--- config.mk ---
export PLATFORM = sky130hd
export DESIGN_NAME = ahb_arbiter
export DESIGN_NICKNAME = d
export VERILOG_FILES = /design/src/rtl/ahb_arbiter_pkg.sv /design/src/rtl/ahb_rr_picker.sv /design/src/rtl/ahb_arbiter.sv
export SDC_FILE = /design/constraint.sdc
export NUM_CORES = 1
export LEC_CHECK = 0
export BUFFER_PORTS_ARGS = -buffer_cell sky130_fd_sc_hd__buf_2
export CAP_MARGIN = 15
export CORE_MARGIN = 1.5
export CORE_UTILIZATION = 53
export DETAILED_ROUTE_END_ITERATION = 10
export GPL_TIMING_DRIVEN = 0
export HOLD_SLACK_MARGIN = 0.15
export PLACE_DENSITY_LB_ADDON = 0.08
export SYNTH_ARGS = -nofsm -noshare
export SYNTH_HDL_FRONTEND = slang
export SYNTH_HIERARCHICAL = 1
export SYNTH_SLANG_ARGS = --single-unit
--- constraint.sdc ---
create_clock -name hclk -period 2.1 [get_ports hclk]
set_clock_uncertainty 0.05 [all_clocks]
set_input_delay 0.21 -clock hclk [delete_from_list [all_inputs] [get_ports hclk]]
set_output_delay 0.21 -clock hclk [all_outputs]
set_load 0.02 [all_outputs]
--- src/rtl/ahb_arbiter_pkg.sv ---
// Shared AHB arbitration types: arbiter state encoding and a one-hot to index helper.
package ahb_arbiter_pkg;

    localparam int unsigned MAX_MASTERS = 8;
    localparam int unsigned IDX_W       = 3;
    localparam int unsigned HOLD_W      = 8;

    typedef enum logic {
        ST_PARK = 1'b0,
        ST_OWN  = 1'b1
    } arb_state_e;

    // OR-reduction encoder; result is only meaningful for a one-hot input.
    function automatic logic [IDX_W-1:0] onehot_to_idx(input logic [MAX_MASTERS-1:0] oh);
        logic [IDX_W-1:0] idx;
        idx = '0;
        for (int unsigned i = 0; i < MAX_MASTERS; i++) begin
            if (oh[i]) begin
                idx = idx | IDX_W'(i);
            end
        end
        return idx;
    endfunction

endpackage

--- src/rtl/ahb_rr_picker.sv ---
// Combinational round-robin picker: first eligible requester after ptr, wrapping.
module ahb_rr_picker
    import ahb_arbiter_pkg::*;
#(
    parameter int unsigned NUM_MASTERS = 4,
    parameter int unsigned MASTER_W    = 2
) (
    input  logic [NUM_MASTERS-1:0] req,
    input  logic [MASTER_W-1:0]    ptr,
    input  logic [NUM_MASTERS-1:0] excl,
    output logic [MASTER_W-1:0]    winner,
    output logic                   found
);

    // Walk ptr+1 .. ptr+NUM_MASTERS (ptr itself last) and keep the first hit.
    always_comb begin
        logic [31:0]         idx;
        logic [MASTER_W-1:0] sel;
        winner = '0;
        found  = 1'b0;
        for (int unsigned i = 1; i <= NUM_MASTERS; i++) begin
            idx = (32'(ptr) + i) % NUM_MASTERS;
            sel = MASTER_W'(idx);
            if (!found && req[sel] && !excl[sel]) begin
                found  = 1'b1;
                winner = sel;
            end
        end
    end

endmodule

--- src/rtl/ahb_arbiter.sv ---
// Round-robin AHB arbiter with lock support and a per-owner hold limit.
module ahb_arbiter
    import ahb_arbiter_pkg::*;
#(
    parameter int unsigned NUM_MASTERS    = 4,
    parameter int unsigned MASTER_W       = 2,
    parameter int unsigned DEFAULT_MASTER = 0,
    parameter int unsigned MAX_HOLD       = 8
) (
    input  logic                   hclk,
    input  logic                   hreset,
    input  logic [NUM_MASTERS-1:0] hbusreq,
    input  logic [NUM_MASTERS-1:0] hlock,
    input  logic                   hready,
    output logic [NUM_MASTERS-1:0] hgrant,
    output logic [MASTER_W-1:0]    hmaster,
    output logic [MASTER_W-1:0]    hmaster_data,
    output logic                   hmastlock
);

    localparam logic [HOLD_W-1:0]      HOLD_LAST = HOLD_W'(MAX_HOLD - 1);
    localparam logic [MASTER_W-1:0]    DEF_IDX   = MASTER_W'(DEFAULT_MASTER);
    localparam logic [NUM_MASTERS-1:0] DEF_GRANT = NUM_MASTERS'(1) << DEFAULT_MASTER;

    arb_state_e             state_q;
    logic [HOLD_W-1:0]      hold_q;
    logic [MASTER_W-1:0]    ptr_q;

    logic [NUM_MASTERS-1:0] excl_c;
    logic [MASTER_W-1:0]    win_c;
    logic                   found_c;
    logic                   owner_req_c;
    logic                   owner_lock_c;

    // The current owner never competes in its own handover search.
    always_comb begin
        excl_c       = '0;
        owner_req_c  = hbusreq[hmaster];
        owner_lock_c = hlock[hmaster];
        if (state_q == ST_OWN) begin
            excl_c = NUM_MASTERS'(1) << hmaster;
        end
    end

    ahb_rr_picker #(
        .NUM_MASTERS (NUM_MASTERS),
        .MASTER_W    (MASTER_W)
    ) u_picker (
        .req    (hbusreq),
        .ptr    (ptr_q),
        .excl   (excl_c),
        .winner (win_c),
        .found  (found_c)
    );

    // Arbitration FSM; everything advances only on hready-high cycles, reset wins over a stall.
    always_ff @(posedge hclk) begin
        if (hreset) begin
            state_q      <= ST_PARK;
            hold_q       <= '0;
            ptr_q        <= DEF_IDX;
            hgrant       <= DEF_GRANT;
            hmaster      <= DEF_IDX;
            hmaster_data <= DEF_IDX;
            hmastlock    <= 1'b0;
        end else if (hready) begin
            hmaster_data <= hmaster;
            case (state_q)
                ST_PARK: begin
                    hmastlock <= 1'b0;
                    if (found_c) begin
                        state_q <= ST_OWN;
                        hold_q  <= '0;
                        ptr_q   <= win_c;
                        hgrant  <= NUM_MASTERS'(1) << win_c;
                        hmaster <= win_c;
                    end
                end
                ST_OWN: begin
                    if (owner_req_c && owner_lock_c) begin
                        hmastlock <= 1'b1;
                    end else if (owner_req_c) begin
                        hmastlock <= 1'b0;
                        if (hold_q < HOLD_LAST) begin
                            hold_q <= hold_q + HOLD_W'(1);
                        end else begin
                            hold_q <= '0;
                            if (found_c) begin
                                ptr_q   <= win_c;
                                hgrant  <= NUM_MASTERS'(1) << win_c;
                                hmaster <= win_c;
                            end
                        end
                    end else begin
                        hmastlock <= 1'b0;
                        hold_q    <= '0;
                        if (found_c) begin
                            ptr_q   <= win_c;
                            hgrant  <= NUM_MASTERS'(1) << win_c;
                            hmaster <= win_c;
                        end else begin
                            state_q <= ST_PARK;
                            hgrant  <= DEF_GRANT;
                            hmaster <= DEF_IDX;
                        end
                    end
                end
                default: begin
                    state_q <= ST_PARK;
                end
            endcase
        end
    end

endmodule

Word level (Yosys, flattened, before mapping)
Index checks and enable logic that the tools add are counted.

word-level totals
  register bits = 20
  output and inout bits = 9
  logic and storage cells = 98

operators by class
  muxes and demuxes = 57
  reductions and logical operators = 17
  $add $sub $neg = 5
  shift-type cells = 2
  equality and inequality tests = 3
  order comparisons = 6
  bitwise gates (word level) = 1

operator list
  operator               number
  $mux W8                4
  $mux W2                13
  $mux W4                6
  $bmux W1 S2            10
  $mux W1                18
  $pmux W8 S2            1
  $lt A2 B3 Y1 const B   5
  $add A8 B1 Y8 const B  1
  $logic_and A1 B1 Y1    8
  $lt A8 B3 Y1 const B   1
  $pmux W2 S2            2
  $pmux W4 S2            1
  $shl A1 B2 Y4 const A  2
  $logic_not A1 Y1       7
  $reduce_and A3 Y1      2
  $add A2 B1 Y2 const B  2
  $add A2 B2 Y2 const B  2
  $ne A2 B2 Y1 const B   2
  $pmux W1 S2            2
  $ne A3 B3 Y1 const B   1
  $not A1 Y1             1

Longest topological paths before layout
  word-level depth = 25
  depth in mapped cells = 10
  gate-level depth less buffers = 10

Hierarchy
The synthesis kept the hierarchy.

by module, submodules not included
  module         cells an instance  area each (sq um)  times used
  ahb_arbiter    100                919.6              1
  ahb_rr_picker  17                 126.4              1

Least setup slack after synthesis
No wires, ideal clock.

  path type = reg2reg
  start = register hmaster[0]
  end = register hold_q[1]
  path buffers = 0
  cell stages (with the launch flop) = 10
  data arrival time = 1.878 ns
  library setup time = 0.118 ns
  setup slack = 0.055 ns
  required time = 1.932 ns
  clock period less this slack = 2.045 ns
  path through = dfxtp_1 nand2b_1 nor2_1 nor2b_1 nand2b_1 nand3b_1 o21a_1 a21boi_2 mux2i_1 nor2_1

between the ends
  cells in the longest elaborated chain, start to end = 21
  elaborated cells on any way between the ends = 39
  those cells by class = 2 x eq/ne; 1 x shift; 20 x mux; 16 x reduce/logical

RTL lines
  element                               line                 source
  start: declaration                    ahb_arbiter.sv:16    output logic [MASTER_W-1:0] hmaster,
  start signal: assignment              ahb_arbiter.sv:76    hmaster <= win_c;
  start signal: assignment              ahb_arbiter.sv:91    hmaster <= win_c;
  start signal: assignment              ahb_arbiter.sv:100   hmaster <= win_c;
  $shl A1 B2 Y4 *                       ahb_arbiter.sv:41    excl_c = NUM_MASTERS'(1) << hmaster;
  $mux W4 *                             ahb_arbiter.sv:40    if (state_q == ST_OWN) begin
  net excl_c[0]                         ahb_arbiter.sv:29    logic [NUM_MASTERS-1:0] excl_c;
  $bmux W1 S2                           ahb_rr_picker.sv:24  if (!found && req[sel] && !excl[sel]) begin
  $mux W1 (not written as such)         ahb_rr_picker.sv:24
  $logic_not A1 Y1                      ahb_rr_picker.sv:24
  $logic_and A1 B1 Y1                   ahb_rr_picker.sv:24
  $mux W1                               ahb_rr_picker.sv:24
  [5 not listed]                        --
  $logic_and A1 B1 Y1 (2 in a row)      ahb_rr_picker.sv:24
  $mux W1                               ahb_rr_picker.sv:24
  $logic_not A1 Y1                      ahb_rr_picker.sv:24
  $logic_and A1 B1 Y1 (2 in a row)      ahb_rr_picker.sv:24
  $mux W1 *                             ahb_rr_picker.sv:24
  net found_c                           ahb_arbiter.sv:31    logic found_c;
  $ne A2 B2 Y1 (no source line) *       --
  $reduce_and A3 Y1 (no source line) *  --
  end signal: assignment                ahb_arbiter.sv:85    hold_q <= hold_q + HOLD_W'(1);
  end: declaration                      ahb_arbiter.sv:26    logic [HOLD_W-1:0] hold_q;

Mark *: on every way through the listed nets, which the timed path passes. The rest lies on a longest branch. The select of a mux whose other input is x is not followed.
A chain may end at the register's enable or synchronous reset.

Worst setup path in the final report
  start = register state_q
  end = register hold_q[2]

between the ends
  cells in the longest elaborated chain, start to end = 20
  elaborated cells on any way between the ends = 32
  those cells by class = 2 x eq/ne; 14 x mux; 1 x bitwise; 15 x reduce/logical

RTL lines
  element                               line                 source
  start: declaration                    ahb_arbiter.sv:25    arb_state_e state_q;
  start signal: assignment              ahb_arbiter.sv:59    state_q <= ST_PARK;
  start signal: assignment              ahb_arbiter.sv:72    state_q <= ST_OWN;
  start signal: assignment              ahb_arbiter.sv:102   state_q <= ST_PARK;
  $mux W4 *                             ahb_arbiter.sv:40
  net excl_c[1]                         ahb_arbiter.sv:29
  $bmux W1 S2                           ahb_rr_picker.sv:24
  $mux W1 (not written as such)         ahb_rr_picker.sv:24
  $logic_not A1 Y1                      ahb_rr_picker.sv:24
  $logic_and A1 B1 Y1                   ahb_rr_picker.sv:24
  $mux W1                               ahb_rr_picker.sv:24
  $logic_not A1 Y1                      ahb_rr_picker.sv:24
  [4 not listed]                        --
  $logic_and A1 B1 Y1 (2 in a row)      ahb_rr_picker.sv:24
  $mux W1                               ahb_rr_picker.sv:24
  $logic_not A1 Y1                      ahb_rr_picker.sv:24
  $logic_and A1 B1 Y1 (2 in a row)      ahb_rr_picker.sv:24
  $mux W1 *                             ahb_rr_picker.sv:24
  net found_c                           ahb_arbiter.sv:31
  $ne A2 B2 Y1 (no source line) *       --
  $reduce_and A3 Y1 (no source line) *  --

Marked as above.

==> reports/metrics.csv <==
stage;metric;value;unit
setup_path;crit_buf_inv;1;
synth;yosysTopAreaCell;dfxtp_1;
drt;ant_nets;0;
clock_network;cts_hold_buf;0;
drt;drt-vias-per-instance;5.491;
grt;grt_pass1_vias;798;
floorplan;core_area;1783;µm²
floorplan;start_util;0.5867;
final_layout;areaGrowthSynthToFinish;22.01;%
timing;hold_viol;0;
setup_path;end_kind;flop;
timing;finalCritPeriodShare;0.9572;
setup_path;crit_type;reg -> reg;
clock_network;clock_latency;0.30;ns
power;ir_drop;0.6486;mV
power;power_leakage;0.5278;nW
final_layout;nNetsFinal;155;
placement;gp_congestion;0.7676;
synth;ys.flop_type;dfxtp_1;
clock_network;root_buffer;clkbuf_4;
synth;async_reset_ff_frac;0;
final_layout;utilization;0.7158;
setup_path;crit_start;state_q;
drt;drc;0;
worst_hold_path;min_path_type;in -> reg;
setup_path;cp-start-kind;flop;
placement;post_dp_cell_area;1167;µm²
synth;synthCells;117;
run;cap_violations;0;
timing;tightest_slew;0.4840;ns
power;comb_power_share;0.222;
synth;synth_edf_count;0;
drt;drt-initial-drc-count;14;
synth;synthDistinctLibCells;38;
clock_network;cts_buffer_depth;2;
timing;grt_setup_unrepaired;no;
floorplan;die_h;47.43;µm
floorplan;dieArea;2249;µm²
clock_network;path_clk_slew;0.12;ns
setup_path;crit_required;2.26;ns
synth;synth.cell_area;1046;µm²
grt;grt_max_degree;13;
setup_path;slowest_delay;0.41;ns
power;seqPwrFrac;0.446;
power;intPower;0.6895;mW
synth;synth-seq-cells;20;
outcome;outcome;completed;
power;clkPwrFrac;0.333;
power;switching_power;0.2530;mW
final_layout;antennaDiodeCount;0;
floorplan;die_w;47.43;µm
timing;setup_viol;0;
setup_path;r2r_start;state_q;
synth;synth_top_area_share;0.3828;
final_layout;drive_above_1_share;0.2958;
setup_path;cp_max_fo;6;
clock_network;cts_made_buffers;3;
final_layout;fin_area;1276;µm²
drt;wl_per_cell;12.50;µm
power;p_sw_frac;0.2684;
timing;period_needed;2.010;ns
floorplan;placementRows;15;
setup_path;critical_path.slowest_cell;dfxtp_2;
grt;grt_pass1_wl;3.381;mm
grt;track_usage;0.2134;
power;powerDensity;738.5;nW/µm²
placement;dp_hpwl;1.539;mm
synth;synthTopCellsByCount;20 x dfxtp_1, 16 x nor2_1, 10 x nand2_1;
setup_path;crit_path_frequent_cell;nand2b_1;
clock_network;htreeDepth;1;
setup_path;arrival;2.17;ns
synth;ys_top_cells_by_area;dfxtp_1 38%, mux2i_1 5.7%, nor2_1 5.7%, nand2b_1 4.8%, a21oi_1 3.8%;
timing;relSlewSlack;0.6773;
timing;holdWs;0.1620;ns
drt;dr.pass1.iters;4;
synth;syn_nets;129;
synth;synth_seq_area_share;0.3828;
floorplan;ios;20;
drt;drt_wl_total;2.088;mm
placement;place.port_buffers;18;
setup_path;critPathTopFamily;simple AND/OR/NAND/NOR gates;
timing;max_clock_freq;497.5;MHz
synth;yosysMostFrequentCell;dfxtp_1;
synth;ys_warn_count;6;
synth;syn_avg_cell_area;8.940;µm²
setup_path;crit_chain;nand2_1, nor2_2, nand2b_1, nand2b_1, nand3b_1, o21a_1, a21boi_4, buf_4, a21oi_1, nor2_1;
grt;overflow;0;
clock_network;cts_tree;built;
worst_hold_path;hold_start;hreset;
grt;antenna_found_initial;0;
power;total_power;0.9424;mW
timing;slew_violations;0;
clock_network;cts.sinks;20;
drt;vias;917;
-- worst reg2reg max path: stages (launching register included) --
cell,delay [ns]
dfxtp_2,0.41
nand2_1,0.13
nor2_2,0.15
nand2b_1,0.15
nand2b_1,0.10
nand3b_1,0.20
o21a_1,0.22
a21boi_4,0.17
buf_4,0.16
a21oi_1,0.13
nor2_1,0.04
-- worst paths after layout --
path | to | slack, ns | cells past startpoint
max | hold_q[2] | 0.09 | 10
min | ptr_q[0] | 0.16 | 3
max reg2reg | hold_q[2] | 0.09 | 10
min reg2reg | hgrant[1] | 0.41 | 2
-- layout by cell type, fill, tap and decap left out, drive strengths merged, types with 2 or more instances in the layout --
cell | Yosys | final
mux4 | 2 | 2
a21oi | 9 | 9
and3 | 2 | 2
buf | 2 | 23
mux2i | 6 | 6
and2 | 2 | 2
nor2 | 16 | 16
a21o | 2 | 2
o22ai | 2 | 2
nand2 | 10 | 10
nand2b | 9 | 9
clkbuf | 2 | 5
nor3b | 3 | 3
nand3 | 2 | 2
dfxtp | 20 | 20
xnor2 | 2 | 2
o21ai | 7 | 7
nand3b | 4 | 4
nor2b | 2 | 2
-- metrics by stage --
stage / setup TNS [ns] / setup slack, ns / std cells
2_1_floorplan: 0 / 0.05476 / 117
3_3_place_gp: -0.1736 / -0.06168 / 160
3_5_place_dp: -0.5764 / -0.1467 / 160
4_1_cts: 0 / 0.004525 / 165
5_1_grt: 0 / 0.0002833 / 167
6_report: 0 / 0.08981 / 167
-- final cells by class --
class | count | area [µm²]
buffer | 4 | 26.28
clock buffer | 3 | 22.52
clock inverter | 1 | 30.03
fill | 138 | 506.7
inverter | 1 | 3.754
multi-input combinational | 92 | 644.4
sequential | 20 | 405.4
tap | 25 | 31.28
timing repair buffer | 21 | 112.6
-- routing by layer --
| layer | GRT usage | vias up | wire, µm |
|---|---|---|---|
| li1 | - | 468 | - |
| met4 | 0.1000 | 0 | 24 |
| met2 | 0.3324 | 31 | 981 |
| met1 | 0.2877 | 416 | 951 |
| met5 | 0 | - | 0 |
| met3 | 0.03774 | 2 | 131 |
-- state kept, by name (all words and copies together), names as in the netlist --
| register | cells |
|---|---|
| hmaster_data | 2 |
| state_q | 1 |
| hmaster | 2 |
| ptr_q | 2 |
| hold_q | 8 |
| hgrant | 4 |
| hmastlock | 1 |
-- cell families (layout without fill, tap and decap cells) --
kind of cell               after synthesis  count (layout)  share of synthesized area
AOI/OAI and AO/OA                       26              26                     0.1746
xor gates and xnor gates                 2               2                    0.01675
and+or+nand+nor                         55              55                     0.2835
muxes                                    8               8                     0.1041
DFF                                     20              20                     0.3828
buffers and inverters                    5              30                    0.02631
adders and majority gates                1               1                    0.01196
-- power groups by stage --
stage	Clock [mW]	Combinational [mW]	Sequential [mW]
2_1_floorplan	0	0.122	0.442
3_3_place_gp	0	0.182	0.428
3_5_place_dp	0	0.188	0.429
4_1_cts	0.317	0.195	0.421
5_1_grt	0.327	0.228	0.423
6_report	0.314	0.209	0.420
-- repair_timing --
action,4_1_cts,5_1_grt
buffers inserted,1,2
pin swaps,0,1
resized for setup,2,8
endpoints found under the hold margin,0,0
setup endpoints to repair,10,12
Power figures use the tool's default switching activity.
